==> src/rtl/mux_pkg.sv <==
// Shared encodings for the registered N-channel scan multiplexer.
// The FSM state values and the mode input encoding live here.
package mux_pkg;

    localparam logic [1:0] ST_IDLE = 2'd0;
    localparam logic [1:0] ST_MAN  = 2'd1;
    localparam logic [1:0] ST_SCAN = 2'd2;

    localparam logic MODE_MAN  = 1'b0;
    localparam logic MODE_SCAN = 1'b1;

    typedef enum logic [1:0] {
        IDLE = ST_IDLE,
        MAN  = ST_MAN,
        SCAN = ST_SCAN
    } mux_state_t;

endpackage

==> src/rtl/mux_sel_ctr.sv <==
// Channel-select register: manual load, round-robin advance, wrap pulse,
// sticky out-of-range load flag and the one-hot select probe.
module mux_sel_ctr
    import mux_pkg::*;
#(
    parameter int N_CH  = 4,
    parameter int SEL_W = 2
) (
    input  logic             clk,
    input  logic             rst,
    input  logic             load,
    input  logic [SEL_W-1:0] sel_in,
    input  logic             adv,
    output logic [SEL_W-1:0] cur_sel,
    output logic [N_CH-1:0]  sel_onehot,
    output logic             wrap,
    output logic             sel_err
);

    localparam logic [SEL_W-1:0] LAST_CH = SEL_W'(N_CH - 1);

    logic sel_in_ok;
    logic at_last;

    assign sel_in_ok = (32'(sel_in) < 32'(N_CH));
    assign at_last   = (cur_sel == LAST_CH);

    // A load always takes priority over a scan step, even an out-of-range one.
    always_ff @(posedge clk or posedge rst) begin
        if (rst) begin
            cur_sel <= '0;
            wrap    <= 1'b0;
            sel_err <= 1'b0;
        end else begin
            wrap <= 1'b0;
            if (load) begin
                if (sel_in_ok) begin
                    cur_sel <= sel_in;
                end else begin
                    sel_err <= 1'b1;
                end
            end else if (adv) begin
                if (at_last) begin
                    cur_sel <= '0;
                    wrap    <= 1'b1;
                end else begin
                    cur_sel <= cur_sel + 1'b1;
                end
            end
        end
    end

    always_comb begin
        sel_onehot = '0;
        for (int k = 0; k < N_CH; k++) begin
            sel_onehot[k] = (cur_sel == SEL_W'(k));
        end
    end

endmodule

==> src/rtl/mux_scan_n.sv <==
// Registered N-channel W-bit mux with valid/ready output stage,
// manual select and round-robin auto-scan.
//
// state | meaning
// IDLE  | en low, no captures
// MAN   | capture from the manually loaded channel
// SCAN  | capture and step round-robin through channels
module mux_scan_n
    import mux_pkg::*;
#(
    parameter int N_CH = 4,
    parameter int W    = 8,
    localparam int SEL_W = (N_CH > 2) ? $clog2(N_CH) : 1
) (
    input  logic              clk,
    input  logic              rst,
    input  logic              en,
    input  logic              mode,
    input  logic              load,
    input  logic [SEL_W-1:0]  sel_in,
    input  logic [N_CH*W-1:0] din,
    input  logic              out_ready,
    output logic              out_valid,
    output logic [W-1:0]      dout,
    output logic [SEL_W-1:0]  dout_ch,
    output logic [SEL_W-1:0]  cur_sel,
    output logic [N_CH-1:0]   sel_onehot,
    output logic              wrap,
    output logic              sel_err
);

    mux_state_t state_q;
    mux_state_t state_d;

    logic         cap;
    logic         adv;
    logic [W-1:0] mux_data;

    always_ff @(posedge clk or posedge rst) begin
        if (rst) begin
            state_q <= IDLE;
        end else begin
            state_q <= state_d;
        end
    end

    always_comb begin
        state_d = IDLE;
        if (en) begin
            case (mode)
                MODE_MAN:  state_d = MAN;
                MODE_SCAN: state_d = SCAN;
                default:   state_d = IDLE;
            endcase
        end
    end

    // Capture needs the registered state, so the first edge after en rises only
    // switches state; sampling starts one edge later.
    assign cap = ((state_q == MAN) || (state_q == SCAN)) && en && (!out_valid || out_ready);
    assign adv = cap && (state_q == SCAN);

    always_comb begin
        mux_data = '0;
        for (int k = 0; k < N_CH; k++) begin
            if (cur_sel == SEL_W'(k)) begin
                mux_data = din[k*W +: W];
            end
        end
    end

    always_ff @(posedge clk or posedge rst) begin
        if (rst) begin
            out_valid <= 1'b0;
            dout      <= '0;
            dout_ch   <= '0;
        end else if (cap) begin
            out_valid <= 1'b1;
            dout      <= mux_data;
            dout_ch   <= cur_sel;
        end else if (out_valid && out_ready) begin
            out_valid <= 1'b0;
        end
    end

    mux_sel_ctr #(
        .N_CH  (N_CH),
        .SEL_W (SEL_W)
    ) u_sel_ctr (
        .clk        (clk),
        .rst        (rst),
        .load       (load),
        .sel_in     (sel_in),
        .adv        (adv),
        .cur_sel    (cur_sel),
        .sel_onehot (sel_onehot),
        .wrap       (wrap),
        .sel_err    (sel_err)
    );

endmodule
==> config.mk <==
export PLATFORM = sky130hd
export DESIGN_NAME = mux_scan_n
export DESIGN_NICKNAME = d
export VERILOG_FILES = /design/src/rtl/mux_pkg.sv /design/src/rtl/mux_sel_ctr.sv /design/src/rtl/mux_scan_n.sv
export SDC_FILE = /design/constraint.sdc
export NUM_CORES = 1
export LEC_CHECK = 0
export CORE_MARGIN = 3
export CORE_UTILIZATION = 25
export CTS_CLUSTER_SIZE = 10
export DETAILED_ROUTE_END_ITERATION = 16
export SLEW_MARGIN = 40
export SYNTH_ARGS = -nofsm -noshare
export SYNTH_HDL_FRONTEND = slang
export SYNTH_HIERARCHICAL = 1
export SYNTH_SLANG_ARGS = --single-unit
==> constraint.sdc <==
create_clock -name clk -period 1.7 [get_ports clk]
set_input_delay 0.34 -clock clk [delete_from_list [all_inputs] [get_ports clk]]
set_output_delay 0.34 -clock clk [all_outputs]
set_load 0.05 [all_outputs]
==> impl.org <==
** Clock tree
- Number of buffers created by CTS :: 3
- The longest clock path from root to sink contains 2 buffers.
- Number of H-tree levels :: 1
- Clock sinks :: 16
- Root cell of the clock tree :: clkbuf_8
- TritonCTS built the clock tree.
- Clock insertion delay at the later pin of the skew report :: 250 ps
- Quantity of hold-fixing buffers added after cts :: 0
- Clock transition at path regs :: 60 ps

** Setup path
- Critical Path Fanout Max :: 14
- Counting buffers and inverters, the worst setup path is 2 cells deep.
- On the worst path, the slowest cell contributes a delay of 580 ps.
- STA classifies the critical path startpoint as a flip-flop.
- Data arrives at the worst endpoint at 1290 ps.
- The critical path is of the reg -> out type.
- The number of cells on the worst reg-to-reg path is 6.
- Cells along the critical path :: ha_1 > buf_12
- The worst setup path is captured at an output pin.
- Data on the critical path is required at its endpoint by 1360 ps.
- On the critical path the largest part of the delay comes from flip-flops.
- Among all stages on the critical path, the largest delay is contributed by dfrtp_4.
- The number of buffers and inverters on the critical path is 1.

** Finish
- Share of cells above drive strength 1 :: 0.406
- Summed area of non-filler cells in the final layout :: 1690 um^2
- Area growth syn-to-layout :: 77.8%
- The sequential cells in the finished layout cover a total of 409 um^2.
- The filler cells instantiated in the layout total 323.
- Summing all multi-input logic gate instances after layout gives 505 um^2.
- Final std cells w/o fill :: 174
- Antenna Diode Count :: 0
- Post-layout nets :: 174

** Yosys
- After synthesis, the cell types taking the most area are dfrtp_1 (42%), mux4_2 (19%), mux2_4 (13%), ha_1 (6.6%), inv_1 (2.8%).
- Primary FF master, synth :: dfrtp_1
- Unique masters post-synth :: 20
- Mean area per synthesized cell :: 14.2 um^2
- Commonest cells in the synthesized netlist :: dfrtp_1 (16), mux2_4 (8), mux4_2 (8)
- Part of the Yosys area used for sequential elements :: 0.422
- The number of nets in the synthesized netlist is 112.
- Post-Syn Instances :: 67
- Fraction of synthesis flops using an asynchronous set or reset pin :: 1.00
- The cell area that synthesis handed to floorplanning was 948 um^2.
- Most frequently used cell type in the post-synthesis netlist :: dfrtp_1
- Count of flip-flops with a built-in enable after synthesis :: 0
- Number of flip-flops and latches in the synthesized netlist :: 16
- dfrtp_1 takes more of the synthesized area than any other cell.
- Synth top area share :: 0.422
- Number of synthesis warnings :: 6

** STA
- Setup violations remaining at the end of the flow were counted as 0.
- Share of the clock period used by the worst path :: 0.960
- Worst clock skew on the final layout :: 0.785 ps
- RSZ-0062 raised after global routing :: false
- Highest clock rate :: 613 MHz
- The number of pins with negative max-slew slack in the final report is 0.
- Final hold analysis gives a worst-case slack of 285 ps.
- The final count of hold timing violations is 0.
- For the finished layout, the period the worst path requires is 1630 ps.
- In the post-route analysis, the smallest setup slack over all paths is 68.8 ps.

** Power
- The internal portion of the total power is 0.00110 W.
- Switching share of power :: 0.391
- Comb power frac :: 0.512
- In this run the power density over the cells is 1070 nW/um^2.
- Of the total power, the clock network draws 0.182.
- Sequential share of power :: 0.305
- Summed over all nets, the switching power comes to 0.000707 W.
- Leakage power :: 0.740 nW
- Across the VDD grid, the largest voltage drop is 0.432 mV.

** GRT
- The via count of the first global-routing pass is 785.
- For this run, the total global-route usage over all layers was measured as 0.109.
- Number of antenna violations at the first check in global routing :: 0
- The first global-routing pass estimated 3.61 mm of wire.
- GR Overflow Total :: 0
- Entering global routing, the biggest net connects 15 pins.

** Floorplanning
- Initial Utilization :: 0.271
- The floorplan step defined a die boundary enclosing 4570 um^2.
- The core region is 3490 um^2.
- Total I/O pin count :: 59
- Die X-Extent :: 67.6 um
- Number of core rows :: 21
- Y dimension of the die :: 67.6 um

** Placed design
- Placed cell count :: 167
- Standard cell area after detailed placement :: 1570 um^2
- At the end of routability-driven placement, the weighted congestion stood at 0.805.
- Port buffering added 57 buffers.
- HPWL after DPL :: 1.96 mm
- OpenSTA, run right after detailed placement, puts the worst setup slack at -61.8 ps.

** Route
- Once detail routing completed, the nets flagged for antenna violations numbered 0.
- Post-detailed-route DRC marker count :: 0
- Wire per inst :: 13.8 um
- For this run, the detailed router's first-pass iteration total came to 4.
- After detailed routing, the number of vias per cell comes to 4.36.
- The detailed router finished its first iteration with 27 violations.
- Total routed wirelength :: 2.39 mm
- Via count of the routed design :: 759

** Hold path
- Hold/Removal Path Class :: in -> async

** Run status
- Outcome :: completed

** Flow run
- Across the run, the number of max-cap violations was 0.
-- through the flow --
| stage | utilization | TNS [ps] | power (W) |
|---|---|---|---|
| finish | 0.483 | 0 | 0.00181 |
| detailed placement | 0.448 | -450 | 0.00147 |
| global placement | 0.448 | -54.8 | 0.00146 |
| CTS | 0.475 | 0 | 0.00182 |
| global route | 0.483 | 0 | 0.00190 |
| floorplan | - | 0 | 0.00114 |
-- layout by cell type (no fill, tap or decap), types with 2 or more instances in the layout --
cell | netlist | final
clkbuf_8 | 0 | 4
o21ai_0 | 2 | 2
mux4_2 | 8 | 8
mux2_2 | 2 | 2
inv_1 | 7 | 7
nor2b_1 | 2 | 2
mux2_4 | 8 | 8
buf_12 | 0 | 5
dfrtp_4 | 0 | 2
buf_6 | 1 | 2
buf_4 | 3 | 16
nand2_1 | 2 | 2
dfrtp_1 | 16 | 13
ha_1 | 5 | 5
clkdlybuf4s50_1 | 0 | 39
-- cell families after synthesis --
logic type	count (synthesis)	share of synthesized area
AOI/OAI and AO/OA	4	0.0251
adders and majority gates	5	0.0660
buffers and inverters	12	0.0673
DFF	16	0.422
muxes	19	0.351
other	1	0.00395
and+or+nand+nor	10	0.0646
-- registers in the layout, indices dropped and copies added (netlist names) --
name               count
dout                   8
dout_ch                2
state_q                2
u_sel_ctr/cur_sel      2
out_valid              1
u_sel_ctr/wrap         1
-- power by group through the flow --
stage               Sequential (W)  Clock, W  Combinational, W
floorplan                 0.000859         0          0.000277
global placement          0.000567         0          0.000893
detailed placement        0.000567         0          0.000900
CTS                       0.000553  0.000340          0.000931
global route              0.000570  0.000361          0.000972
finish                    0.000553  0.000330          0.000927
-- final timing paths --
check | from | slack, ps | to
max | u_sel_ctr/cur_sel[1] | 70 | sel_onehot[3]
min reg2reg | dout_ch[0] | 520 | dout_ch[0]
min | rst | 290 | u_sel_ctr/cur_sel[1]
max reg2reg | state_q[0] | 150 | dout_ch[1]
min in group clk | dout_ch[0] | 520 | dout_ch[0]
max in group asynchronous | rst | 890 | out_valid
-- final cells by class --
cell class | count | area share
Timing Repair Buffer | 62 | 0.375
Inverter | 7 | 0.0156
Tap cell | 46 | 0.0341
Sequential cell | 16 | 0.243
Clock buffer | 4 | 0.0326
Multi-Input combinational cell | 39 | 0.300
-- metal layers --
| layer | part of all wire | vias up | track usage |
|---|---|---|---|
| met1 | 0.42 | 367 | 0.135 |
| met2 | 0.50 | 33 | 0.175 |
| met4 | 0.017 | 0 | 0.0608 |
| met5 | 0 | - | 0 |
| li1 | - | 355 | - |
| met3 | 0.069 | 4 | 0.0216 |
-- what timing repair did --
action / CTS / global route
resized for setup: 2 / 6
gates cloned: 0 / 0
hold endpoints to repair: 0 / 0
endpoints found under the setup margin: 4 / 4
setup buffers: 3 / 0
(Power assumes the default switching activity.)
==> edit 1, RTL diff (config.mk and constraints unchanged) <==
Register the output `sel_err`; this adds one clock of latency there. The other outputs are not delayed to match.
--- a/src/rtl/mux_scan_n.sv
+++ b/src/rtl/mux_scan_n.sv
@@ -28,6 +28,8 @@
     output logic              wrap,
     output logic              sel_err
 );
+
+    logic sel_err_d;
 
     mux_state_t state_q;
     mux_state_t state_d;
@@ -95,7 +97,11 @@
         .cur_sel    (cur_sel),
         .sel_onehot (sel_onehot),
         .wrap       (wrap),
-        .sel_err    (sel_err)
+        .sel_err    (sel_err_d)
     );
 
+    always_ff @(posedge clk) begin
+        sel_err <= sel_err_d;
+    end
+
 endmodule
Function: same outputs for any inputs over 10 cycles, from zero or initial values and one cycle with rst high; that may be too few to reach the edited logic, so the function may still have changed.
==> edit 1 against the unedited design <==
  * Count of clock-buffer cells in the layout unchanged
  * Setup slack got worse by 0.014 ns
  * Wire length increased by 7.2%
  * Sequential cell count increased by 1
  * Cell area decreased by 0.74%
  * Cell count increased by 0.57%
  * Power decreased by 0.40%
  * Critical path type unchanged
  * Area after synthesis increased by 2.1%
  * Highest routed layer unchanged
==> edit 1: results (changes against the unedited design) <==
metric,value,unit,change
reg2reg_slack,0.09,ns,was 0.15 ns
synth_area_leaders,"dfrtp_1 41%, mux4_2 19%, mux2_4 12%, ha_1 6.5%, inv_1 2.7%",,"was dfrtp_1 42%, mux4_2 19%, mux2_4 13%, ha_1 6.6%, inv_1 2.8%"
crit_path_top_delay_cell,dfrtp_4,,unchanged
cts.clk_slew.worst_paths,0.07,ns,
place_worst_setup_slack,-0.0393,ns,was -0.0618 ns
ir_worst_vdd,0.507,mV,was 0.432 mV
synth.top_cell.area_share,41.3,%,was 42.2%
synth_nets,113,,was 112
syn_avg_cell_area,14.2,um2,about the same
hp-class,in2async,,unchanged
slew_headroom,64.4,%,
grt_pass1_vias,815,,was 785
yosysUniqueCellTypes,21,,was 20
htreeDepth,1,,unchanged
largest_register_ffs,8,,unchanged
grt_pass1_wl,3980,um,was 3610 um
ys_seq_area_share,43.4,%,was 42.2%
async_flop_share,94.1,%,was 100%
largest_register,dout,,unchanged
port_buffers,58,,was 57
grt_usage,11.6,%,was 10.9%
fin_worst_skew,0.00548,ns,was 0.000785 ns
gp_routability_congestion,0.678,,was 0.805
switching_share,40.0,%,was 39.1%
drtIter0Drc,19,,was 27
power_leakage,0.732,nW,was 0.740 nW
dp_cells,169,,was 167
drive_above_1_share,38.8,%,was 40.6%
maxCapViolCount,0,,unchanged
layout_min_cycle_time,1.65,ns,was 1.63 ns
grt_max_degree,15,,unchanged
critPathMaxStageDelay,0.58,ns,about the same
place_hpwl,2110,um,was 1960 um
final_cells,175,,was 174
path_max_fanout,14,,unchanged
drtAntennaViolNets,0,,unchanged
cts_made_buffers,3,,unchanged
post_dp_cell_area,1590,um2,was 1570 um2
yosys_warnings,6,,unchanged
status,"finished, final reports clean",,unchanged
n_antenna_cell,0,,unchanged
dr.pass1.iters,4,,unchanged
yosys-top-cells-count,"16 x dfrtp_1, 8 x mux2_4, 8 x mux4_2",,unchanged
reg2regPathDepth,6,,unchanged
wl,2570,um,was 2390 um
vias_per_cell,4.24,,was 4.36
whs,0.282,ns,was 0.285 ns
insertion_delay,0.25,ns,about the same
clock_path_buffers,2,,unchanged
cts_root_buf,clkbuf_8,,unchanged
antenna_found_initial,0,,unchanged
==> edit 1: cell count changes in the layout (fill, tap and decap cells not counted), sizes merged <==
cell	unedited run	this run
dfxtp	0	1
==> edit 1: final timing paths <==
check / from / end
min reg2reg: dout[7] / dout[7]
max in group asynchronous: rst / out_valid
min: rst / u_sel_ctr/wrap
min in group clk: dout[7] / dout[7]
max: u_sel_ctr/cur_sel[1] / sel_onehot[3]
max reg2reg: state_q[0] / dout_ch[1]
==> edit 1: kinds of logic after synthesis <==
logic type / count (synthesis) / synth area share [%]
multiplexers: 19 / 34.4
AO/OA/AOI/OAI: 4 / 2.45
buffers and inverters: 12 / 6.59
flip-flops: 17 / 43.4
other: 1 / 0.387
AND/OR/NAND/NOR: 10 / 6.33
adder cells (fa/ha/maj): 5 / 6.46
==> edit 1: critical path: cells and delay by family (launching register included) <==
| family | cells | cell delay [ns] |
|---|---|---|
| flops | 1 | 0.58 |
| buf+inv | 1 | 0.18 |
| fa+ha+maj | 1 | 0.29 |
==> edit 1: power by group through the flow <==
stage	combinational (mW)	clock (mW)	sequential, mW
floorplan	0.272	0	0.889
global placement	0.896	0	0.590
detailed placement	0.906	0	0.592
CTS	0.935	0.320	0.575
global route	0.970	0.336	0.592
finish	0.923	0.303	0.577
==> edit 1: what timing repair did <==
item	in CTS	in global routing
endpoints found under the setup margin	3	4
buffers inserted	2	0
resized for setup	1	2
pin swaps	0	0
==> edit 1: layout make-up <==
cell class              instances  area [um2]
multi-input cells              39         490
inverters                       7        26.3
well taps                      46        57.6
flip-flops and latches         17         429
repair buffers                 62         626
fillers                       333        1850
clock buffers                   4        45.0
==> edit 1: routing by layer <==
layer  GRT usage, %  share of wire [%]
met1           14.5                 40
met2           20.0                 53
met3           2.46                5.9
met4           3.72                1.1
met5              0                  0
==> edit 2, RTL diff (same flow settings) <==
Without the edit above. Change the parameter `W` from 8 to 12.
--- a/src/rtl/mux_scan_n.sv
+++ b/src/rtl/mux_scan_n.sv
@@ -9,7 +9,7 @@
     import mux_pkg::*;
 #(
     parameter int N_CH = 4,
-    parameter int W    = 8,
+    parameter int W    = 12,
     localparam int SEL_W = (N_CH > 2) ? $clog2(N_CH) : 1
 ) (
     input  logic              clk,
Interface: changed (resized din and dout); port bits go from 59 to 79. The function was not compared with the original's and may differ.
==> edit 2 against the unedited design <==
  * Wire length up 40%
  * Critical path depth up 1
  * Utilization up 0.18 points
  * Combinational power up 36%
  * Sequential cell count up 4
  * Setup slack better by 0.0011 ns
  * Area after synthesis up 27%
  * Clock skew up 0.0080 ns
  * Fmax about the same
  * Sequential power up 23%
  * Power up 33%
  * Critical endpoint unchanged
  * Cell area up 29%
  * First-iteration DRC count down 78%
==> edit 2: results (changes against the unedited design) <==
metric,value,unit,change
status,"finished, final reports clean",,unchanged
ir_worst_vdd,0.401,mV,was 0.432 mV
syn_avg_cell_area,15.2,um2,was 14.2 um2
n_fill_cell,386,,was 323
synthAdderAreaFrac,5.20,%,was 6.60%
fin_worst_skew,0.00882,ns,was 0.000785 ns
dr_total_vias,987,,was 759
final_cells,216,,was 174
routedWlPerCell,15.5,um,was 13.8 um
grt_pass1_wl,5060,um,was 3610 um
power_leakage,0.953,nW,was 0.740 nW
yosys-top-cells-count,"20 x dfrtp_1, 9 x mux2_4, 9 x mux4_2",,"was 16 x dfrtp_1, 8 x mux2_4, 8 x mux4_2"
drive_above_1_share,39.0,%,was 40.6%
clockPowerShare,19.4,%,was 18.2%
num-nets-final,226,,was 174
path_max_fanout,6,,was 14
crit_path_top_delay_cell,dfrtp_2,,was dfrtp_4
place_worst_setup_slack,-0.0528,ns,was -0.0618 ns
wl_met3,482,um,was 166 um
cts.clk_slew.worst_paths,0.08,ns,was 0.06 ns
globalRouteMet2Util,21.5,%,was 17.5%
grt_usage,12.0,%,was 10.9%
drtIter0Drc,6,,was 27
dp_cells,207,,was 167
met1_length,1330,um,was 1000 um
place_hpwl,2640,um,was 1960 um
edit 2: path summary, 6_finish.rpt:
path                                      start              endpoint  slack, ns  cells past startpoint
max                        u_sel_ctr/cur_sel[0]         sel_onehot[3]       0.07                      3
min                                         rst  u_sel_ctr/cur_sel[0]       0.28                      2
max reg2reg                          state_q[0]               dout[9]       0.14                      6
min reg2reg                             dout[8]               dout[8]       0.51                      1
max in group asynchronous                   rst             out_valid       1.08                      3
min in group clk                        dout[8]               dout[8]       0.51                      1
edit 2: cell type report:
cell class                      instances  area (um2)  area share (%)
Clock buffer                            3        41.3            1.89
Clock inverter                          1        30.0            1.38
Inverter                                7        26.3            1.20
Multi-Input combinational cell         47         656            30.0
Sequential cell                        20         505            23.2
Tap cell                               52        65.1            2.98
Timing Repair Buffer                   86         858            39.3
edit 2: what timing repair did:
item | in CTS | in global routing
setup buffers | 5 | 0
resized for setup | 1 | 0
setup endpoints to repair | 3 | 0
